$ cat src/rtl/polytris_text_pkg.sv
// polytris_text_pkg: shared geometry, ASCII constants and converter types for the score panel.
package polytris_text_pkg;
    localparam int CELL_W = 8;
    localparam int CELL_H = 16;
    localparam int PANEL_COLS = 7;
    localparam int PANEL_ROWS = 6;
    localparam logic [5:0] SCORE_DIGIT_BASE = 6'd29;
    localparam logic [7:0] ASCII_ZERO = 8'h30;
    typedef enum logic [1:0] {IDLE, SHIFT, DONE} bcd_state_t;
    typedef logic [4:0][3:0] bcd_digits_t;
endpackage

$ cat src/rtl/score_bcd.sv
// score_bcd: sequential double-dabble converter; DIGITS only change once a full conversion completes.
module score_bcd
    import polytris_text_pkg::*;
(
    input  logic        CLK,
    input  logic        RESET_N,
    input  logic [15:0] SCORE,
    output bcd_digits_t DIGITS,
    output logic        BUSY
);
    bcd_state_t state, state_n;
    logic [15:0] bin, bin_n, cap, cap_n, last_score, last_n;
    logic [19:0] bcd, bcd_n, adj;
    logic [3:0] count, count_n;
    bcd_digits_t digits_n;
    always_ff @(posedge CLK) begin
        if (!RESET_N) begin
            state <= IDLE;
            bin <= '0;
            cap <= '0;
            bcd <= '0;
            count <= '0;
            last_score <= '0;
            DIGITS <= '0;
        end else begin
            state <= state_n;
            bin <= bin_n;
            cap <= cap_n;
            bcd <= bcd_n;
            count <= count_n;
            last_score <= last_n;
            DIGITS <= digits_n;
        end
    end
    always_comb begin
        adj = bcd;
        for (int i = 0; i < 5; i++) adj[4*i +: 4] = bcd[4*i +: 4] >= 4'd5 ? bcd[4*i +: 4] + 4'd3 : bcd[4*i +: 4];
        state_n = state;
        bin_n = bin;
        cap_n = cap;
        bcd_n = bcd;
        count_n = count;
        last_n = last_score;
        digits_n = DIGITS;
        case (state)
            IDLE: if (SCORE != last_score) begin
                state_n = SHIFT;
                bin_n = SCORE;
                cap_n = SCORE;
                bcd_n = '0;
                count_n = '0;
            end
            SHIFT: begin
                {bcd_n, bin_n} = {adj, bin} << 1;
                count_n = count + 4'd1;
                state_n = count == 4'd15 ? DONE : SHIFT;
            end
            DONE: begin
                digits_n = bcd;
                last_n = cap;
                state_n = IDLE;
            end
            default: state_n = IDLE;
        endcase
    end
    assign BUSY = state != IDLE;
endmodule

$ cat src/rtl/score_panel_render.sv
// score_panel_render: 3-stage text-panel renderer with live score overlay on row 4.
// Define SCORE_LZB_EN to blank leading zeros of the score (d0 always shown).
module score_panel_render
    import polytris_text_pkg::*;
#(
    parameter logic [9:0] PANEL_X0 = 10'd584,
    parameter logic [9:0] PANEL_Y0 = 10'd16
) (
    input  logic        CLK,
    input  logic        RESET_N,
    input  logic [9:0]  DRAW_X,
    input  logic [9:0]  DRAW_Y,
    input  logic [15:0] SCORE,
    output logic [5:0]  CHAR_ADDR,
    input  logic [7:0]  CHAR_DATA,
    output logic [10:0] FONT_ADDR,
    input  logic [7:0]  FONT_DATA,
    output logic        PIXEL_ON,
    output logic        IN_PANEL,
    output logic        BCD_BUSY
);
    bcd_digits_t digits;
    logic [9:0] dx, dy;
    logic in_now;
    logic [2:0] s1_col, s1_row, s1_bit, s2_bit, pos;
    logic [3:0] s1_sub, s2_sub;
    logic s1_in, s2_in, is_digit;
    logic [5:0] digit_idx;
    logic [4:0] lead_zero;
    logic [7:0] sel_char, s2_char;
    logic unused_ok;
    score_bcd u_bcd (
        .CLK(CLK),
        .RESET_N(RESET_N),
        .SCORE(SCORE),
        .DIGITS(digits),
        .BUSY(BCD_BUSY)
    );
    assign dx = DRAW_X - PANEL_X0;
    assign dy = DRAW_Y - PANEL_Y0;
    assign in_now = DRAW_X >= PANEL_X0 && dx < 10'(PANEL_COLS * CELL_W) && DRAW_Y >= PANEL_Y0 && dy < 10'(PANEL_ROWS * CELL_H);
    assign CHAR_ADDR = s1_in ? {3'b0, s1_row} * 6'd7 + {3'b0, s1_col} : 6'd0;
`ifdef SCORE_LZB_EN
    assign lead_zero = {digits[4] == 4'd0, digits[4:3] == 8'd0, digits[4:2] == 12'd0, digits[4:1] == 16'd0, 1'b0};
`else
    assign lead_zero = '0;
`endif
    always_comb begin
        digit_idx = CHAR_ADDR - SCORE_DIGIT_BASE;
        is_digit = CHAR_ADDR >= SCORE_DIGIT_BASE && CHAR_ADDR < SCORE_DIGIT_BASE + 6'd5;
        pos = 3'd4 - digit_idx[2:0];
        sel_char = is_digit ? (lead_zero[pos] ? 8'h00 : ASCII_ZERO + {4'b0, digits[pos]}) : CHAR_DATA;
    end
    assign FONT_ADDR = {s2_char[6:0], s2_sub};
    assign unused_ok = ^{s2_char[7], digit_idx[5:3]};
    always_ff @(posedge CLK) begin
        if (!RESET_N) begin
            {s1_col, s1_row, s1_bit, s1_sub, s1_in} <= '0;
            {s2_char, s2_bit, s2_sub, s2_in} <= '0;
            PIXEL_ON <= 1'b0;
            IN_PANEL <= 1'b0;
        end else begin
            s1_col <= dx[5:3];
            s1_row <= dy[6:4];
            s1_bit <= dx[2:0];
            s1_sub <= dy[3:0];
            s1_in <= in_now;
            s2_char <= sel_char;
            s2_bit <= s1_bit;
            s2_sub <= s1_sub;
            s2_in <= s1_in;
            PIXEL_ON <= s2_in & FONT_DATA[3'd7 - s2_bit];
            IN_PANEL <= s2_in;
        end
    end
endmodule

$ cat config.mk
export PLATFORM = sky130hd
export DESIGN_NAME = score_panel_render
export DESIGN_NICKNAME = d
export VERILOG_FILES = /design/src/rtl/polytris_text_pkg.sv /design/src/rtl/score_bcd.sv /design/src/rtl/score_panel_render.sv
export SDC_FILE = /design/constraint.sdc
export NUM_CORES = 1
export LEC_CHECK = 0
export CELL_PAD_IN_SITES_DETAIL_PLACEMENT = 1
export CELL_PAD_IN_SITES_GLOBAL_PLACEMENT = 2
export CORE_ASPECT_RATIO = 1.5
export CORE_MARGIN = 2
export CORE_UTILIZATION = 25
export CTS_CLUSTER_SIZE = 30
export DETAILED_ROUTE_END_ITERATION = 10
export PLACE_DENSITY = 0.65
export SLEW_MARGIN = 10
export SYNTH_ARGS = -nofsm -noshare
export SYNTH_HDL_FRONTEND = slang
export SYNTH_HIERARCHICAL = 1
export SYNTH_SLANG_ARGS = --single-unit
$ cat constraint.sdc
create_clock -name CLK -period 3.04 [get_ports CLK]
set_clock_uncertainty 0.1 [all_clocks]
set_input_delay 0.304 -clock CLK [delete_from_list [all_inputs] [get_ports CLK]]
set_output_delay 0.304 -clock CLK [all_outputs]
set_load 0.01 [all_outputs]
## After elaboration in Yosys (flattened, before gate mapping)

Memory sizes are Yosys's and may differ from the RTL's.
Index checks and enable logic that the tools add are counted.

- Memory bits (read-only): 8
- Memories: 1
- Input port bits: 54
- Bits in registers: 125

Memories:

| memory | depth | width | rd ports | clocked after memory_dff | write ports | line | RTL |
|---|---|---|---|---|---|---|---|
| (name not given) | 8 | 1 | 1 | 0 | 0 | score_panel_render.sv:52 | `sel_char = is_digit ? (lead_zero[pos] ? 8'h00 : ASCII_ZERO + {4'b0, digits[pos]}) : CHAR_DATA;` |

- Equal/unequal tests: 5
- $add $sub $neg: 13
- Mux-type cells: 22
- Bitwise operators: 1
- Multiply operators: 1
- Reduce and logical (&&, ||, !) cells: 9
- $lt $le $gt $ge: 13

Operator list:

| kind | number |
|---|---|
| 20-bit case mux with 2 select lines | 1 |
| 16-bit case mux with 2 select lines | 1 |
| 4-bit two-way mux | 6 |
| 4-bit by 3-bit greater-or-equal comparator with 1-bit output, second input constant | 5 |
| 20-bit two-way mux | 1 |
| 4-bit by 2-bit adder with 4-bit output, second input constant | 4 |
| 16-bit two-way mux | 1 |
| 16-bit != test | 1 |
| 7-bit two-way mux | 2 |
| 4-bit binary-select mux with 3-bit select | 1 |
| 10-bit greater-or-equal comparator, second input constant | 1 |
| 10-bit by 5-bit greater-or-equal comparator with 1-bit output, second input constant | 1 |
| 10-bit by 6-bit less-than comparator with 1-bit output, second input constant | 1 |
| 10-bit by 7-bit less-than comparator with 1-bit output, second input constant | 1 |
| 10-bit subtractor, second input constant | 1 |
| 10-bit by 5-bit subtractor with 10-bit output, second input constant | 1 |
| 3-bit by 4-bit less-than comparator with 1-bit output, second input constant | 2 |
| 4-bit case mux with 2 select lines | 1 |
| 6-bit by 4-bit adder with 7-bit output, first input constant | 1 |
| 6-bit by 3-bit adder with 6-bit output | 1 |
| 6-bit by 5-bit greater-or-equal comparator with 1-bit output, second input constant | 1 |
| 6-bit less-than comparator, second input constant | 1 |
| 3-bit by 3-bit multiplier with 6-bit output, second input constant | 1 |
| 6-bit two-way mux | 1 |
| 18 further kinds | 26 |

## Longest topological paths before layout

Gate-level depths: netlist of the first run.

- Word-level depth: 10
- Gate-level depth with buffers: 12
- Depth with buffers taken out: 10

## By module

Netlist of the first run, hierarchy kept.

By module, submodules not included:

| module | sequential area each (µm²) | area each (µm²) | instances | cells an instance |
|---|---|---|---|---|
| score_bcd | 1,881.8 | 4,066.4 | 1 | 485 |
| score_panel_render | 620.6 | 1,682.9 | 1 | 175 |

## Least setup slack after synthesis of the first run

No wires, ideal clock.

- Kind: reg-to-reg
- Start: reg s1_row[0]
- End: reg s2_char[0]
- Period minus slack after synthesis: 3.414 ns
- Slack: -0.374 ns
- Data arrival time: 3.242 ns
- Cell stages (with the launch flop): 11
- Library setup time: 0.072 ns
- Cell sequence: dfxtp_1 -> fa_1 -> inv_1 -> fa_1 -> fa_1 -> buf_6 -> nor2b_1 -> o21ai_0 -> or4_4 -> mux2i_4 -> mux2i_1

- Word-level cells in the longest chain between the ends: 10
- Elaborated cells on any way between the ends: 15
- Classes of those cells: 4 x add/sub; 1 x mul; 2 x order compare; 6 x mux; 1 x reduce/logical; 1 x memory

Ends and longest elaborated chain:

| item | line | RTL |
|---|---|---|
| start: declaration | score_panel_render.sv:25 | `logic [2:0] s1_col, s1_row, s1_bit, s2_bit, pos;` |
| start signal: assignment | score_panel_render.sv:64 | `s1_row <= dy[6:4];` |
| 3-bit by 3-bit multiplier with 6-bit output * | score_panel_render.sv:42 | `assign CHAR_ADDR = s1_in ? {3'b0, s1_row} * 6'd7 + {3'b0, s1_col} : 6'd0;` |
| 6-bit by 3-bit adder with 6-bit output * | score_panel_render.sv:42 |  |
| 6-bit two-way mux * | score_panel_render.sv:42 |  |
| via CHAR_ADDR[2] | score_panel_render.sv:14 | `output logic [5:0] CHAR_ADDR,` |
| 3-bit subtractor | score_panel_render.sv:49 | `digit_idx = CHAR_ADDR - SCORE_DIGIT_BASE;` |
| 3-bit subtractor | score_panel_render.sv:51 | `pos = 3'd4 - digit_idx[2:0];` |
| 4-bit binary-select mux with 3-bit select | score_panel_render.sv:52 |  |
| 4-bit two-way mux (not written as such) | score_panel_render.sv:52 |  |
| 6-bit by 4-bit adder with 7-bit output | score_panel_render.sv:52 |  |
| 7-bit two-way mux | score_panel_render.sv:52 |  |
| 7-bit two-way mux * | score_panel_render.sv:52 |  |
| end signal: assignment | score_panel_render.sv:68 | `s2_char <= sel_char;` |
| end: declaration | score_panel_render.sv:30 | `logic [7:0] sel_char, s2_char;` |

Mark *: on every way through the listed nets, which the timed path passes. The rest lies on a longest branch. The select of a mux whose other input is x is not followed.
A chain may end at the register's enable or synchronous reset.

## Worst setup path after layout of the first run

- Start: reg s1_row[1]
- End: reg s2_char[0]

- Word-level cells in the longest chain between the ends: 10
- Elaborated cells on any way between the ends: 15
- Classes of those cells: 4 x add/sub; 1 x mul; 2 x order compare; 6 x mux; 1 x reduce/logical; 1 x memory

Ends and longest elaborated chain:

| item | line |
|---|---|
| 3-bit by 3-bit multiplier with 6-bit output * | score_panel_render.sv:42 |
| 6-bit by 3-bit adder with 6-bit output * | score_panel_render.sv:42 |
| 6-bit two-way mux * | score_panel_render.sv:42 |
| 3-bit subtractor | score_panel_render.sv:49 |
| 3-bit subtractor | score_panel_render.sv:51 |
| 4-bit binary-select mux with 3-bit select | score_panel_render.sv:52 |
| 4-bit two-way mux (not written as such) | score_panel_render.sv:52 |
| 6-bit by 4-bit adder with 7-bit output | score_panel_render.sv:52 |
| 7-bit two-way mux | score_panel_render.sv:52 |
| 7-bit two-way mux * | score_panel_render.sv:52 |

Mark *: on every way between the ends. The rest lies on a longest branch, timed or not. The select of a mux whose other input is x is not followed.

==> results of run 1 <==
-- how the worst min path moves through the flow --
stage	from	to
floorplan	DRAW_Y[4]	s1_row[0]
global placement	s1_bit[0]	s2_bit[0]
detailed placement	s1_bit[2]	s2_bit[2]
CTS	CHAR_DATA[6]	s2_char[6]
global route	CHAR_DATA[1]	s2_char[1]
finish	RESET_N	s2_char[6]
-- area by class of cell --
type	instances	area, um^2
fillers	2652	15300
multi-input cells	464	3020
flip-flops and latches	125	2500
repair buffers	98	931
clock buffers	18	439
well taps	280	350
clock inverters	14	156
inverters	31	116
-- cell families (layout without fill, tap and decap cells) --
group | count (synthesis) | after routing | share of synthesized area [%]
AOI/OAI and AO/OA | 136 | 136 | 15.1
xor gates and xnor gates | 29 | 29 | 4.42
adders and majority gates | 27 | 27 | 6.40
buffers and inverters | 71 | 161 | 5.24
DFF | 125 | 125 | 43.5
muxes | 28 | 28 | 5.55
and+or+nand+nor | 244 | 244 | 19.7
-- state kept, by name (all words and copies together) (netlist names) --
| name | flops |
|---|---|
| s1_col | 3 |
| s1_bit | 3 |
| u_bcd/cap | 16 |
| s1_row | 3 |
| s2_bit | 3 |
| u_bcd/last_score | 16 |
| u_bcd/DIGITS | 20 |
| s2_char | 7 |
| u_bcd/count | 4 |
| s1_sub | 4 |
| u_bcd/bcd | 20 |
| s2_sub | 4 |
| u_bcd/bin | 16 |
| u_bcd/state | 2 |
| IN_PANEL | 1 |
| PIXEL_ON | 1 |
| s2_in | 1 |
| s1_in | 1 |
-- Yosys cell counts (all sizes together) (12+ instances only) --
cell type  count  area [um^2]
dfxtp        125         2500
a21oi         64          320
nor2          44          165
clkbuf        31          116
xnor2         21          184
and2          18          113
o22ai         12         75.1
inv           30          113
o21ai         20          100
o221a         15          169
mux2i         25          263
nand3         26          130
ha            23          288
nand2        113          424
-- what timing repair did --
item,4_1_cts,5_1_grt
setup endpoints to repair,12,11
pin swaps,9,6
gates resized for setup,28,4
setup buffers,1,1
-- through the flow --
step,hold slack (ns),setup WS (ns),instances,setup TNS (ns),cell area [um^2]
after floorplan,0.268,-0.225,660,-1.40,5760
after global placement,0.316,-0.445,997,-3.16,6860
after detailed placement,0.324,-0.450,997,-3.56,6860
after CTS,0.310,-0.391,1029,-3.42,7480
after global routing,0.339,-0.422,1030,-3.85,7520
final,0.332,-0.327,1030,-2.84,7520
-- power by group --
| part | internal, mW | total [mW] | switching, mW |
|---|---|---|---|
| sequential | 1.70 | 1.73 | 0.0288 |
| clock | 1.24 | 2.04 | 0.802 |
| combinational | 0.246 | 0.511 | 0.265 |
| total | 3.18 | 4.28 | 1.10 |
-- tightest hold or removal path: stages --
cell and delay (ns):
buf_2 0.13, buf_4 0.24, nand2_1 0.09, nor2_1 0.04
-- routing by layer --
layer | vias up | GRT usage, % | wire [um]
met2 | 84 | 26.0 | 8510
met5 | - | 0 | 0
li1 | 2407 | - | -
met3 | 25 | 3.49 | 567
met1 | 2413 | 14.0 | 6310
met4 | 0 | 6.42 | 377
==> results_dict.tcl, run 1 <==
set metrics [dict create \
    grt_pass1_wl_um 26200 \
    synth_seq_cells 125 \
    synth_edf_count 0 \
    drc 0 \
    rr_worst_depth 11 \
    crit_type "flop to flop" \
    setup_slack_ns -0.327 \
    initial_core_util_pct 25.2 \
    io_buffers 72 \
    hold_buffers 0 \
    critPathMostFrequentCell "fa_1" \
    ys_seq_area_share_pct 43.5 \
    maxSlewViolCount 0 \
    fin_crit_sh_pct 111 \
    mostFrequentLayoutCells "123 x dfxtp_1, 113 x nand2_1, 66 x clkdlybuf4s50_1" \
    cts_sinks 125 \
    wl_per_cell_um 15.3 \
    cts_tree "yes" \
    dp_hpwl_um 11400 \
    grt_max_degree 55 \
    rows 68 \
    hold_depth 4 \
    drtIter0Drc 142 \
    failed_checks "setup timing" \
    clock_latency_ns 0.42 \
    dr.pass1.iters 4 \
    drt_wl_total_um 15800 \
    ioPinCount 74 \
    critPathTopFamily "adder cells" \
    yosys_warnings 6 \
    maxSlewHeadroom_pct 61.2 \
    ys.flop_type "dfxtp_1" \
    required_ns 3.29 \
    endpoint_kind "flop" \
    rr_startpoint "s1_row[1]" \
    critPathLaunchType "flop" \
    async_flop_share_pct 0 \
    cts_made_buffers 17 \
    rsz0062_at_grt "true" \
    final_util_pct 33.0 \
    drive_gt1_share_pct 13.9 \
    finalHoldViolations 0 \
    rrSetupSlack_ns -0.33 \
    cp-endpoint "s2_char[0]" \
    cp.arrival_ns 3.62 \
    layout.nets 818 \
    grt_usage_pct 13.8 \
    area_delta_synth_final_pct 30.8 \
    vias 4929 \
    slowest_stage "fa_1" \
    totalPowerFinal_mw 4.28 \
    die_area_um2 24300 \
    layout_commonest_cell "dfxtp_1" \
    path_cells "fa_1 > inv_1 > fa_1 > inv_2 > ha_4 > a211o_1 > and3_4 > or4_4 > mux2i_4 > buf_12 > mux2i_1" \
    min_period_ns 3.37 \
    cts_max_path_buffers 2 \
    syn_nets 741 \
    antennaDiodeCount 0 \
    worstMarginPinSlew_ns 0.582 \
    ant_nets 0 \
    core_um2 22800 \
    hp-class "input port to flop" \
    max_freq_ghz 0.297 \
    max_stage_delay_ns 0.54 \
    crit_fanout 7 \
    overflow 0 \
    ir_worst_vdd_mv 0.370 \
    clk_pin_slew_ns 0.06 \
    grt_pass1_vias 5251 \
    status "finished, violations left" \
    setup_viol 11 \
    drv_cap 0 \
    power_density_nw_per_um2 569 \
    critPathBufInv 3 \
    crit_start "s1_row[1]" \
    ys_types 53 \
    die_w_um 128 \
    antenna_found_initial 0 \
    synth_area_per_cell_um2 8.71 \
    cp.depth 11 \
    synth_area_um2 5750 \
    timing.rr.end "s2_char[0]" \
    die_h_um 190 \
    syn_inst 660 \
    htreeDepth 4 \
    p_leak_nw 2.84 \
    viasPerCell 4.79 \
    clockRootBuffer "clkbuf_16" \
    gp_congestion 0.805 \
]
No activity file was read; power rests on OpenSTA's default activity.
==> run 2, diff against run 1 <==
--- a/config.mk
+++ b/config.mk
@@ -18,3 +18,4 @@
 export SYNTH_HDL_FRONTEND = slang
 export SYNTH_HIERARCHICAL = 1
 export SYNTH_SLANG_ARGS = --single-unit
+export TNS_END_PERCENT = 1
==> results_dict.tcl, run 2 (synthesized netlist as in run 1, its figures left out) <==
set metrics [dict create \
    status "finished, violations left" \
    critPathTopFamily "adder cells" \
    area_delta_synth_final_pct 30.9 \
    fin_crit_sh_pct 114 \
    fill_cells 2664 \
    critPathBufInv 3 \
    vias 4877 \
    drv_cap 0 \
    ioPinCount 74 \
    cts_tree "yes" \
    mostFrequentLayoutCells "124 x dfxtp_1, 113 x nand2_1, 66 x clkdlybuf4s50_1" \
    viasPerCell 4.73 \
    rows 68 \
    initial_core_util_pct 25.2 \
    core_um2 22800 \
    die_h_um 190 \
    rr_worst_depth 11 \
    die_w_um 128 \
    layout.nets 821 \
    cts_sinks 125 \
    max_stage_delay_ns 0.55 \
    failed_checks "setup timing" \
    rrSetupSlack_ns -0.42 \
    grt_pass1_vias 5328 \
    hold_depth 3 \
    rsz0062_at_grt "true" \
    p_leak_nw 2.88 \
    drtIter0Drc 143 \
    cts_made_buffers 17 \
    worstMarginPinSlew_ns 0.605 \
    antennaDiodeCount 0 \
    fin_area_um2 7530 \
    critPathLaunchType "flop" \
    placed_area_um2 6850 \
    drive_gt1_share_pct 13.5 \
    required_ns 3.29 \
    setup_slack_ns -0.419 \
    cp.depth 11 \
    dr.pass1.iters 4 \
    drt_wl_total_um 16000 \
    ir_worst_vdd_mv 0.380 \
    gp_congestion 0.773 \
    power_density_nw_per_um2 573 \
    path_cells "fa_1 > inv_2 > fa_1 > inv_1 > ha_1 > a211o_1 > and3_4 > or4_4 > mux2i_4 > buf_6 > o21a_1" \
    endpoint_kind "flop" \
    wl_per_cell_um 15.5 \
    hp-class "input port to flop" \
    clock_latency_ns 0.41 \
    maxSlewHeadroom_pct 59.7 \
    clockRootBuffer "clkbuf_16" \
    min_period_ns 3.46 \
    maxSlewViolCount 0 \
    holdWs_ns 0.203 \
    layout_commonest_cell "dfxtp_1" \
    grt_pass1_wl_um 26700 \
    io_buffers 72 \
    dp_hpwl_um 11500 \
    crit_type "flop to flop" \
    finalHoldViolations 0 \
    antenna_found_initial 0 \
    slowest_stage "fa_1" \
    drc 0 \
    cts_max_path_buffers 2 \
    clk_pin_slew_ns 0.06 \
    grt_max_degree 55 \
    critPathMostFrequentCell "fa_1" \
    cp.arrival_ns 3.71 \
    crit_fanout 5 \
    grt_usage_pct 14.0 \
    ant_nets 0 \
    largestRegisters "u_bcd/DIGITS x20, u_bcd/bcd x20" \
    setup_viol 11 \
    die_area_um2 24300 \
    max_freq_ghz 0.289 \
    htreeDepth 4 \
    finalSetupTns_ns -3.88 \
    overflow 0 \
]
-- run 2: layer usage --
layer / global-route usage [%] / wire length [um]
met1: 14.4 / 6290
met2: 26.8 / 8890
met3: 3.15 / 525
met4: 5.49 / 299
met5: 0 / 0
-- run 2: what timing repair did --
item / in CTS / in global routing
resized for setup: 28 / 6
hold buffers: 0 / 0
buffers inserted: 0 / 2
endpoints found under the hold margin: 0 / 0
setup endpoints to repair: 12 / 12
pin swaps: 3 / 4
-- run 2: where the power goes --
group	total, mW	internal [mW]	switching, mW
combinational	0.524	0.253	0.270
sequential	1.73	1.70	0.0291
clock	2.07	1.36	0.708
total	4.32	3.31	1.01
-- run 2: layout make-up --
type / instances / area (um^2) / area share [%]
clock inverters: 7 / 113 / 1.50
inverters: 31 / 116 / 1.55
repair buffers: 101 / 940 / 12.5
flip-flops and latches: 125 / 2500 / 33.3
well taps: 280 / 350 / 4.65
clock buffers: 22 / 484 / 6.43
multi-input cells: 464 / 3020 / 40.1
-- run 2: final timing paths --
kind,from,end
min,RESET_N,u_bcd/bcd[1]
max reg2reg,s1_row[0],s2_char[4]
max,s1_row[0],s2_char[4]
min reg2reg,s1_bit[2],s2_bit[2]
-- run 2: worst min-delay path, stage by stage --
cell and delay (ns):
buf_2 0.13, nand2_1 0.13, o22ai_1 0.10
-- run 2: through the flow --
step	worst slack (ns)	utilization, %	instances	power [mW]
3_5_place_dp	-0.476	30.0	999	2.26
5_1_grt	-0.554	33.0	1030	4.52
6_report	-0.419	33.0	1030	4.32
2_1_floorplan	-0.250	-	660	2.05
3_3_place_gp	-0.470	30.0	999	2.24
4_1_cts	-0.470	32.8	1028	4.37
==> run 3, diff against run 2 <==
--- a/config.mk
+++ b/config.mk
@@ -7,12 +7,11 @@
 export LEC_CHECK = 0
 export CELL_PAD_IN_SITES_DETAIL_PLACEMENT = 1
 export CELL_PAD_IN_SITES_GLOBAL_PLACEMENT = 2
-export CORE_ASPECT_RATIO = 1.5
 export CORE_MARGIN = 2
-export CORE_UTILIZATION = 25
+export CORE_UTILIZATION = 30
 export CTS_CLUSTER_SIZE = 30
 export DETAILED_ROUTE_END_ITERATION = 10
-export PLACE_DENSITY = 0.65
+export PLACE_DENSITY = 0.76
 export SLEW_MARGIN = 10
 export SYNTH_ARGS = -nofsm -noshare
 export SYNTH_HDL_FRONTEND = slang
==> results_dict.tcl, run 3 (synthesized netlist as in run 1, its figures left out) <==
set metrics [dict create \
    status "finished, violations left" \
    failed_checks "setup timing" \
    dp_hpwl_um 11300 \
    drive_gt1_share_pct 13.8 \
    finalHoldViolations 0 \
    antenna_found_initial 0 \
    rows 50 \
    crit_type "flop to flop" \
    die_area_um2 20300 \
    ant_nets 0 \
    holdWs_ns 0.262 \
    setup_slack_ns -0.435 \
    hold_buffers 0 \
    core_um2 18800 \
    rr_startpoint "s1_row[2]" \
    maxSlewHeadroom_pct 41.1 \
    fin_crit_sh_pct 114 \
    grt_pass1_wl_um 26800 \
    clk_pin_slew_ns 0.05 \
    placedCellCount 950 \
    hp-class "input port to flop" \
    placed_area_um2 6800 \
    gp_congestion 0.792 \
    cts_max_path_buffers 2 \
    ir_worst_vdd_mv 0.337 \
    cts_sinks 125 \
    cts_made_buffers 17 \
    layout.nets 820 \
    final_util_pct 39.9 \
    ioPinCount 74 \
    cp.arrival_ns 3.71 \
    multi_input_area_um2 3010 \
    max_stage_delay_ns 0.53 \
    cts_tree "yes" \
    die_h_um 142 \
    slowest_stage "fa_1" \
    clockRootBuffer "clkbuf_16" \
    max_freq_ghz 0.288 \
    htreeDepth 4 \
    cp-endpoint "s2_char[3]" \
    wl_per_cell_um 16.6 \
    drc 0 \
    regArea_um2 2500 \
    io_buffers 72 \
    min_period_ns 3.48 \
    hp-start "RESET_N" \
    viasPerCell 4.99 \
    required_ns 3.28 \
    largestRegisters "u_bcd/DIGITS x20, u_bcd/bcd x20" \
    drt_wl_total_um 16400 \
    dr.pass1.iters 4 \
    die_w_um 142 \
    worstMarginPinSlew_ns 0.880 \
    rsz0062_at_grt "true" \
    critPathLaunchType "flop" \
    drtIter0Drc 187 \
    grt_pass1_vias 5232 \
    endpoint_kind "flop" \
    path_cells "fa_1 > inv_1 > fa_1 > inv_1 > ha_1 > a211o_1 > and3_4 > or4_4 > mux2i_4 > buf_12 > mux2i_1" \
    grt_usage_pct 16.8 \
    fin_area_um2 7490 \
    power_density_nw_per_um2 573 \
    rr_worst_depth 11 \
    overflow 0 \
    totalPowerFinal_mw 4.30 \
    timing.rr.end "s2_char[3]" \
    initial_core_util_pct 30.6 \
    setup_viol 11 \
    fill_cells 2145 \
    crit_start "s1_row[2]" \
    maxSlewViolCount 0 \
    crit_fanout 6 \
    vias 4920 \
    area_delta_synth_final_pct 30.3 \
    p_leak_nw 2.87 \
    mostFrequentLayoutCells "123 x dfxtp_1, 113 x nand2_1, 66 x clkdlybuf4s50_1" \
    grt_max_degree 72 \
    clock_latency_ns 0.42 \
    antennaDiodeCount 0 \
    layout_commonest_cell "dfxtp_1" \
    drv_cap 0 \
    rrSetupSlack_ns -0.44 \
    stdcell_count 986 \
]
[run 3: cell count changes in the layout (fill, tap and decap cells not counted), moves of 2 or more]
cell,before,now
buf_6,5,3
clkinvlp_4,1,6
buf_12,0,3
clkinv_4,0,2
clkinv_2,3,1
buf_4,26,24
[run 3: metal layers]
metal  track usage (%)  routed length, um
met1              20.8               7720
met2              28.5               7770
met3              3.94                637
met4              6.04                243
met5                 0                  0
[run 3: layout make-up]
class                   count  area share [%]
clock inverters            12            1.82
clock buffers              20            6.23
inverters                  31            1.55
repair buffers            100            12.8
well taps                 234            3.91
flip-flops and latches    125            33.4
multi-input cells         464            40.2
[run 3: worst min-delay path by stage]
stage            endpoint  slack (ns)  cells after the start
2_1_floorplan   s1_col[0]        0.28                      1
3_3_place_gp    s2_sub[3]        0.32                      1
3_5_place_dp    s2_sub[3]        0.33                      1
4_1_cts        s2_char[2]        0.25                      3
5_1_grt        s2_char[2]        0.28                      3
6_report       s2_char[2]        0.26                      3
[run 3: critical path: cells and delay by family, from the launching register on]
| family | cells | cell delay [ns] |
|---|---|---|
| and+or+nand+nor | 2 | 0.68 |
| AOI/OAI and AO/OA | 1 | 0.34 |
| DFF | 1 | 0.33 |
| muxes | 2 | 0.40 |
| buffers and inverters | 3 | 0.25 |
| adders and majority gates | 3 | 1.29 |
[run 3: where the power goes]
part           internal, mW  total [mW]  leakage (nW)  switching [mW]
clock                  1.27        2.04         0.277           0.772
combinational         0.249       0.524          1.57           0.274
sequential             1.70        1.73          1.02          0.0300
[run 3: timing repair]
action / CTS / global route
hold endpoints to repair: 0 / 0
resized for setup: 25 / 7
pin swaps: 3 / 6
setup buffers: 1 / 3
setup endpoints to repair: 12 / 12
[run 3: metrics by stage]
stage	TNS, ns	setup WS (ns)
detailed placement	-4.17	-0.481
global placement	-3.13	-0.408
floorplan	-1.54	-0.250
global route	-4.94	-0.554
CTS	-3.59	-0.414
finish	-3.79	-0.435
